## src/rtl/ma_store_buffer.sv

```systemverilog
// MA-stage store buffer: aligns and coalesces stores per word, drains them in
// FIFO order to the data RAM write port, and forwards byte lanes to loads.
module ma_store_buffer #(
  parameter int  AWIDTH = 14,
  parameter int  DEPTH  = 4,
  localparam int CW     = $clog2(DEPTH) + 1
) (
  input  logic              clk,
  input  logic              rst_n,
  input  logic              cmd_st_ma,
  input  logic              cmd_ld_ma,
  input  logic [31:0]       adr_ma,
  input  logic [31:0]       st_data_ma,
  input  logic [2:0]        ldst_code_ma,
  input  logic              rst_pipe_ma,
  input  logic              ram_busy,
  output logic              stall_sb,
  output logic [AWIDTH-1:0] ram_wadr,
  output logic [31:0]       ram_wdata,
  output logic [3:0]        ram_wen,
  output logic              fwd_hit_wb,
  output logic [3:0]        fwd_mask_wb,
  output logic [31:0]       fwd_data_wb,
  output logic              sb_empty,
  output logic [CW-1:0]     sb_count
);

  localparam int PW = $clog2(DEPTH);

  logic [DEPTH-1:0]  r_vld;
  logic [AWIDTH-1:0] r_adr  [DEPTH];
  logic [31:0]       r_data [DEPTH];
  logic [3:0]        r_mask [DEPTH];
  logic [PW-1:0]     r_head;
  logic [PW-1:0]     r_tail;
  logic [CW-1:0]     r_count;
  logic [3:0]        r_fwd_mask;
  logic [31:0]       r_fwd_data;

  logic [AWIDTH-1:0] w_wadr;
  logic              w_io;
  logic              w_legal;
  logic              w_accept;
  logic              w_ld_ok;
  logic              w_drain;
  logic              w_full;
  logic              w_merge;
  logic              w_alloc;
  logic [PW-1:0]     w_merge_idx;
  logic [PW-1:0]     w_fidx;
  logic [31:0]       w_st_data;
  logic [3:0]        w_st_mask;
  logic [31:0]       w_fwd_data;
  logic [3:0]        w_fwd_mask;
  logic              w_unused;

  assign w_wadr   = adr_ma[AWIDTH+1:2];
  assign w_io     = (adr_ma[31:30] == 2'b11);
  assign w_legal  = (ldst_code_ma <= 3'b010);
  assign w_accept = cmd_st_ma & ~rst_pipe_ma & ~w_io & w_legal;
  assign w_ld_ok  = cmd_ld_ma & ~rst_pipe_ma & ~w_io;
  assign w_drain  = (r_count != '0) & ~ram_busy;
  assign w_full   = (r_count == CW'(DEPTH));
  // A full buffer still accepts when the head leaves at the same edge.
  assign w_alloc  = w_accept & ~w_merge & (~w_full | w_drain);
  assign stall_sb = w_accept & ~w_merge & w_full & ~w_drain;
  assign w_unused = &{1'b0, adr_ma[29:AWIDTH+2]};

  always_comb begin
    w_st_data = '0;
    w_st_mask = '0;
    case (ldst_code_ma)
      3'b000: begin
        w_st_data = {24'h0, st_data_ma[7:0]} << {adr_ma[1:0], 3'b000};
        w_st_mask = 4'b0001 << adr_ma[1:0];
      end
      3'b001: begin
        w_st_data = adr_ma[1] ? {st_data_ma[15:0], 16'h0} : {16'h0, st_data_ma[15:0]};
        w_st_mask = adr_ma[1] ? 4'b1100 : 4'b0011;
      end
      3'b010: begin
        w_st_data = st_data_ma;
        w_st_mask = 4'b1111;
      end
      default: ;
    endcase
  end

  // The head leaving this cycle is never a merge target, so a store to its
  // word opens a fresh entry instead of being lost with the drain.
  always_comb begin
    w_merge     = 1'b0;
    w_merge_idx = '0;
    for (int i = 0; i < DEPTH; i++) begin
      if (r_vld[i] && (r_adr[i] == w_wadr) && !(w_drain && (PW'(i) == r_head))) begin
        w_merge     = 1'b1;
        w_merge_idx = PW'(i);
      end
    end
  end

  // Walk oldest to newest so later entries overwrite earlier lanes.
  always_comb begin
    w_fwd_mask = '0;
    w_fwd_data = '0;
    w_fidx     = r_head;
    for (int k = 0; k < DEPTH; k++) begin
      w_fidx = r_head + PW'(k);
      if (w_ld_ok && r_vld[w_fidx] && (r_adr[w_fidx] == w_wadr)) begin
        for (int b = 0; b < 4; b++) begin
          if (r_mask[w_fidx][b]) begin
            w_fwd_mask[b]        = 1'b1;
            w_fwd_data[8*b +: 8] = r_data[w_fidx][8*b +: 8];
          end
        end
      end
    end
  end

  always_ff @(posedge clk) begin
    if (!rst_n) begin
      r_vld      <= '0;
      r_head     <= '0;
      r_tail     <= '0;
      r_count    <= '0;
      r_fwd_mask <= '0;
      r_fwd_data <= '0;
    end else begin
      if (w_drain) begin
        r_vld[r_head] <= 1'b0;
        r_head        <= r_head + PW'(1);
      end
      if (w_alloc) begin
        r_vld[r_tail] <= 1'b1;
        r_tail        <= r_tail + PW'(1);
      end
      r_count    <= r_count + CW'(w_alloc) - CW'(w_drain);
      r_fwd_mask <= w_fwd_mask;
      r_fwd_data <= w_fwd_data;
    end
  end

  always_ff @(posedge clk) begin
    if (w_accept && w_merge) begin
      for (int b = 0; b < 4; b++) begin
        if (w_st_mask[b]) r_data[w_merge_idx][8*b +: 8] <= w_st_data[8*b +: 8];
      end
      r_mask[w_merge_idx] <= r_mask[w_merge_idx] | w_st_mask;
    end
    if (w_alloc) begin
      r_adr[r_tail]  <= w_wadr;
      r_data[r_tail] <= w_st_data;
      r_mask[r_tail] <= w_st_mask;
    end
  end

  assign ram_wadr    = r_adr[r_head];
  assign ram_wdata   = r_data[r_head];
  assign ram_wen     = w_drain ? r_mask[r_head] : 4'b0000;
  assign fwd_hit_wb  = |r_fwd_mask;
  assign fwd_mask_wb = r_fwd_mask;
  assign fwd_data_wb = r_fwd_data;
  assign sb_count    = r_count;
  assign sb_empty    = (r_count == '0);

endmodule

```

## config.mk

```make
export PLATFORM = sky130hd
export DESIGN_NAME = ma_store_buffer
export DESIGN_NICKNAME = d
export VERILOG_FILES = /design/src/rtl/ma_store_buffer.sv
export SDC_FILE = /design/constraint.sdc
export NUM_CORES = 1
export LEC_CHECK = 0
export BUFFER_PORTS_ARGS = -buffer_cell sky130_fd_sc_hd__buf_4
export CAP_MARGIN = 20
export CORE_UTILIZATION = 35
export DETAILED_ROUTE_END_ITERATION = 10
export PLACE_DENSITY_LB_ADDON = 0.1
export RECOVER_POWER = 100
export SLEW_MARGIN = 20
export SYNTH_ARGS = -nofsm -noshare
export SYNTH_HDL_FRONTEND = slang
export SYNTH_SLANG_ARGS = --single-unit
```

## constraint.sdc

```tcl
create_clock -name clk -period 7.24 [get_ports clk]
set_input_delay 0.362 -clock clk [delete_from_list [all_inputs] [get_ports clk]]
set_output_delay 0.362 -clock clk [all_outputs]
set_load 0.01 [all_outputs]
```

; Yosys cells after proc, flatten, opt, wreduce, memory -nomap -nowiden
; Memories as Yosys holds them, arrays and structs flattened. A register that Yosys moved wholly into a read port is not among the register bits.
; Cells that the tools add are included.
[classes]
n_addsub = 6
magnitude_cmp = 8
n_eq_ne = 15
shift = 2
muxes = 95
bitwise = 21
reduce_logical = 34
[op_table]
columns = op, count
row1 = $mux W32, 6
row2 = $mux W8, 16
row3 = $eq A14 B14 Y1, 8
row4 = $pmux W32 S3, 1
row5 = $mux W1, 44
row6 = $mux W4, 11
row7 = $reduce_or A32 Y1, 1
row8 = $shl A8 B5 Y32, 1
row9 = $logic_and A1 B1 Y1, 23
row10 = $mux W2, 10
row11 = $lt A2 B3 Y1 const B, 5
row12 = $pmux W4 S3, 1
row13 = $and A1 B1 Y1, 10
row14 = $bmux W1 S2, 4
row15 = $or A4 B4 Y4, 2
row16 = $reduce_or A4 Y1, 2
row17 = $logic_not A3 Y1, 2
row18 = $not A1 Y1, 6
row19 = $add A2 B1 Y2 const B, 2
row20 = $add A2 B2 Y2 const B, 2
row21 = $and A4 B4 Y4, 1
row22 = $demux W1 S2, 2
row23 = $eq A2 B2 Y1 const A, 2
row24 = $ge A2 B1 Y1 const B, 2
row25 = 14 further kinds, 17
[word_totals]
register_bits = 47
ram_bits = 200
input_bits = 73
output_inout_bits = 92
wordCells = 190
mem_count = 3
[memory_table]
columns = name, words, word_bits, read_ports, rd_clocked_by_memory_dff, write_ports, line
row1 = r_data, 4, 32, 4, 1, 1, 32  ; logic [31:0] r_data [DEPTH];
row2 = r_adr, 4, 14, 8, 1, 1, 31  ; logic [AWIDTH-1:0] r_adr [DEPTH];
row3 = r_mask, 4, 4, 5, 1, 1, 33  ; logic [3:0] r_mask [DEPTH];

; Logic depth before layout (Yosys ltp)
[logic_depth]
ltp_word = 16
depth_mapped = 23
mapped_depth_nobuf = 14

; Least setup slack after synthesis
; Ideal clock, no wire load.
[synth_timing]
path_kind = reg-to-reg
from = register r_head[0]
to = register r_fwd_data[0], in the netlist fwd_data_wb[0]
setup_time_ps = 132
arrival_ps = 5095
required_time_ps = 7108
slack_ps = 2013
path_stages_with_launch = 21
n_path_buf = 11
period_less_slack_ps = 5227
path_cell_list = dfxtp_1 buf_6 buf_12 buf_6 buf_4 buf_4 buf_2 buf_4 buf_4 buf_2 inv_1 ha_1 buf_2 mux4_1 xnor2_1 nand2_1 or4_4 or4_1 buf_6 a221oi_1 o32ai_1
[synth_via]
word_cells_on_any_way = 32
classes_between = add/sub (3) / eq/ne (3) / mux (15) / reduce/logical (8) / memory (3)
[synth_rtl]
columns = element, line
row1 = from (decl), 34  ; logic [PW-1:0] r_head;
row2 = from (signal assigned), 131  ; r_head <= r_head + PW'(1);
row3 = $add A2 B2 Y2 *, 108  ; w_fidx = r_head + PW'(k);
row4 = via w_fidx[0], 50  ; logic [PW-1:0] w_fidx;
row5 = branches (longest 4 deep; another with $mem_v2 Z4 W14), -
row6 = $mux W32 *, 109  ; if (w_ld_ok && r_vld[w_fidx] && (r_adr[w_fidx] == w_wadr)) begin
row7 = to (signal assigned), 139  ; r_fwd_data <= w_fwd_data;
row8 = to (decl), 38  ; logic [31:0] r_fwd_data;
; Mark *: on every way through the listed nets, which the timed path passes. The select of a mux whose other input is x is not followed.
; A chain may end at the register's enable or synchronous reset.

; Final worst setup path
[layout_timing]
from = register r_head[0]
to = memory r_data[3][19], enable pin
[layout_via]
elab_chain_cells = 15
word_cells_on_any_way = 34
classes_between = eq/ne (3) / mux (13) / bitwise (3) / reduce/logical (15)
[layout_lines]
columns = element, line
row1 = $logic_not A2 Y1, 95  ; if (r_vld[i] && (r_adr[i] == w_wadr) && !(w_drain && (PW'(i) == r_head))) begin
row2 = $logic_and A1 B1 Y1, 95
row3 = $logic_not A1 Y1, 95
row4 = $logic_and A1 B1 Y1, 95
row5 = $mux W1 (4 in a row), 95
row6 = $not A1 Y1, 65  ; assign w_alloc = w_accept & ~w_merge & (~w_full | w_drain);
row7 = $and A1 B1 Y1 (2 in a row), 65
row8 = $mux W1, 150  ; if (w_alloc) begin
row9 = $mux W1 (not written as such), 152  ; r_data[r_tail] <= w_st_data;
row10 = $reduce_or A32 Y1 (no source line), -
row11 = $mux W2 (no source line) / $mux W4 (equally long branches), -
row12 = to (decl), 32
; Parallel ways exist; a longest one is shown, timed or not.

==> flow_metrics.env <==
export IMPL_drive_gt1_share_pct=20.1
export IMPL_setup_viol_count_final=0
export IMPL_dr_total_vias=12500
export IMPL_final_hold_violation_count=0
export IMPL_postRouteAntennaNets=0
export IMPL_routed_wl_mm=55.1
export IMPL_synthCells=1342
export IMPL_cts_resized=0
export IMPL_worst_slew_pin_slew_ns=2.04
export IMPL_r2r_slack_ns=1.54
export IMPL_dieArea_sq_um=47600
export IMPL_outcome="finished with violations"
export IMPL_cp_max_fo=132
export IMPL_port_buffers=150
export IMPL_pin_count=165
export IMPL_core_area_sq_um=45800
export IMPL_fin_total_pwr_w=0.00529
export IMPL_synth_most_common_cell="edfxtp_1"
export IMPL_area_growth_pct=12.1
export IMPL_place_hpwl_mm=37.3
export IMPL_cts_sinks=249
export IMPL_finalHoldWorstSlack_ns=0.0970
export IMPL_power_density_nw_per_um2=288
export IMPL_crit_type="reg2reg"
export IMPL_synth_cell_types=68
export IMPL_synth_top_area_cell="edfxtp_1"
export IMPL_synthTopCellsByArea="edfxtp_1 37%, mux4_2 15%, dfxtp_1 6.0%, xor2_1 3.7%, mux2i_1 3.3%"
export IMPL_viasPerCell=6.05
export IMPL_max_vdd_ir_drop_mv=0.286
export IMPL_stdcell_area_sq_um=18300
export IMPL_rows=78
export IMPL_reg2reg_depth=8
export IMPL_slew_headroom_pct=-36.1
export IMPL_cp_arrival_ns=5.86
export IMPL_grt_first_pass_wirelength_mm=80.2
export IMPL_fin_nets=1525
export IMPL_die_h_um=218
export IMPL_num_antenna_cells=0
export IMPL_grt_start_max_net_pins=133
export IMPL_post_route_period_util_pct=78.7
export IMPL_insertion_delay_ns=0.59
export IMPL_cts_hold_buf=0
export IMPL_r2r_end="r_data[3][19]$_DFFE_PP_"
export IMPL_hold_class="in2reg"
export IMPL_drcViolationCount=0
export IMPL_syn_area_sq_um=16400
export IMPL_htreeDepth=1
export IMPL_grt_use_total_pct=22.9
export IMPL_setup_tns_ns=0
export IMPL_violations="capacitance limit, slew limit"
export IMPL_antenna_found_initial=0
export IMPL_start_kind="register"
export IMPL_endpoint_kind="register"
export IMPL_grt_pass1_vias=12200
export IMPL_dr_first_iter_drc_count=1150
export IMPL_syn_num_nets=1426
export IMPL_synth_avg_cell_area_sq_um=12.2
export IMPL_cts_root_buf="clkbuf_16"
export IMPL_wire_per_inst_um=26.7
export IMPL_rsz0062_at_grt="false"
export IMPL_p_leak_nw=5.94
export IMPL_die_w_um=218
export IMPL_yosysWarnings=0
export IMPL_synthArstFlopShare_pct=0
export IMPL_cap_viol_max_count=14
export IMPL_place_area_sq_um=18000
export IMPL_start_util_pct=35.7
export IMPL_grt_ovfl_total=0
export IMPL_finalCriticalPeriod_ns=5.70
export IMPL_worstPathRequired_ns=7.40
export IMPL_synth_common_cells="200 x edfxtp_1, 106 x mux4_2, 88 x nor2_1"
export IMPL_endpoint="r_data[3][19]$_DFFE_PP_"
export IMPL_cts_tree="yes"
export IMPL_synth_seq_cells=249
export IMPL_cts_made_buffers=30
export IMPL_ys_flop_type="edfxtp_1"
export IMPL_gp_congestion=0.853
export IMPL_postCtsSetupBuffers=0
export IMPL_post_route_util_pct=40.0
export IMPL_report_final_slew_viol_count=153
export IMPL_crit_start="r_head[0]$_SDFFE_PN0N_"
export IMPL_synth_top_area_share_pct=36.7
export IMPL_clkTransAtPathRegs_ns=0.06
export IMPL_clock_path_buffers=3
export IMPL_rr_startpoint="r_head[0]$_SDFFE_PN0N_"
export IMPL_skew_ns=0.0355
export IMPL_dr_pass1_iters=5
export IMPL_max_freq_ghz=0.176
export IMPL_synth_edf_count=200
export IMPL_yosysSeqAreaShare_pct=42.7
## layout by cell type (no fill, tap or decap), drive strengths merged, types with 11 or more instances in the layout
cell type	instances
nand4	15
xor2	69
clkinv	15
nor3	43
clkbuf	138
a21oi	19
nor2b	15
buf	69
o32ai	22
nor4	27
edfxtp	200
inv	31
a22o	16
xnor2	43
mux2	47
and3	25
a221oi	24
nand2b	17
o21a	11
a31oi	23
o31ai	12
and2	19
mux2i	54
nand3	30
dfxtp	49
nor2	88
nand2	81
mux4	119
o21ai	44
## routing by layer
layer,wire [um],track usage (%),up-vias
met1,24800,32.6,6384
met5,0,0,-
met2,25300,36.3,515
li1,-,-,5498
met4,1220,5.87,0
met3,3800,3.23,68
## worst min-delay path by stage
| stage | startpoint | to | slack (ns) | cells after the start |
|---|---|---|---|---|
| after floorplan | adr_ma[2] | r_adr[0][0]$_DFFE_PP_ | 0.46 | 0 |
| after global placement | r_tail[1]$_SDFFE_PN0P_ | r_tail[1]$_SDFFE_PN0P_ | 0.57 | 2 |
| after detailed placement | sb_count[2]$_SDFF_PN0_ | sb_count[2]$_SDFF_PN0_ | 0.58 | 2 |
| final | st_data_ma[24] | r_data[3][24]$_DFFE_PP_ | 0.1 | 3 |
| after CTS | st_data_ma[24] | r_data[3][24]$_DFFE_PP_ | 0.07 | 3 |
| after global routing | st_data_ma[30] | r_data[3][30]$_DFFE_PP_ | 0.12 | 3 |
## per-stage QoR
step | std cells | setup WS (ns)
after floorplan | 1342 | 2.01
after global placement | 2008 | 2.29
after detailed placement | 2008 | 2.30
after CTS | 2061 | 2.28
after global routing | 2062 | 1.12
final | 2062 | 1.54
## report_power, final
| group | internal (W) | switching, W | leakage [nW] |
|---|---|---|---|
| clock | 0.000798 | 0.000610 | 0.446 |
| combinational | 0.000928 | 0.00128 | 3.27 |
| sequential | 0.00157 | 0.000101 | 2.22 |
| total | 0.00330 | 0.00199 | 5.94 |
## state kept, by name (all words and copies together) (netlist names), named ones only
register and count:
r_head 2, r_mask 16, fwd_mask_wb 4, r_data 128
r_tail 2, r_adr 56, fwd_data_wb 32, r_vld 4
sb_count 3
## cell type report
type	instances	area, sq um
Tap cell	600	751
Clock buffer	37	787
Fill cell	4455	27400
Multi-Input combinational cell	959	8650
Clock inverter	16	109
Sequential cell	249	6990
Inverter	31	116
Timing Repair Buffer	170	922
## critical path, stage by stage, from the launching register on
cell      delay, ns
dfxtp_4        0.69
buf_12         0.69
ha_1           0.28
a21bo_2        0.14
o22ai_1        0.10
nor4_1         0.98
clkbuf_1       0.60
a31oi_1        0.47
nor3_1         1.32
## logic make-up after synthesis
family | after synthesis | synth area share, %
AND/OR/NAND/NOR | 382 | 11.9
buffers and inverters | 134 | 3.81
flip-flops | 249 | 42.7
AO/OA/AOI/OAI | 234 | 11.4
XOR/XNOR | 112 | 6.00
adder cells (fa/ha/maj) | 11 | 0.887
multiplexers | 220 | 23.2
No activity file was read; power rests on OpenSTA's default activity.
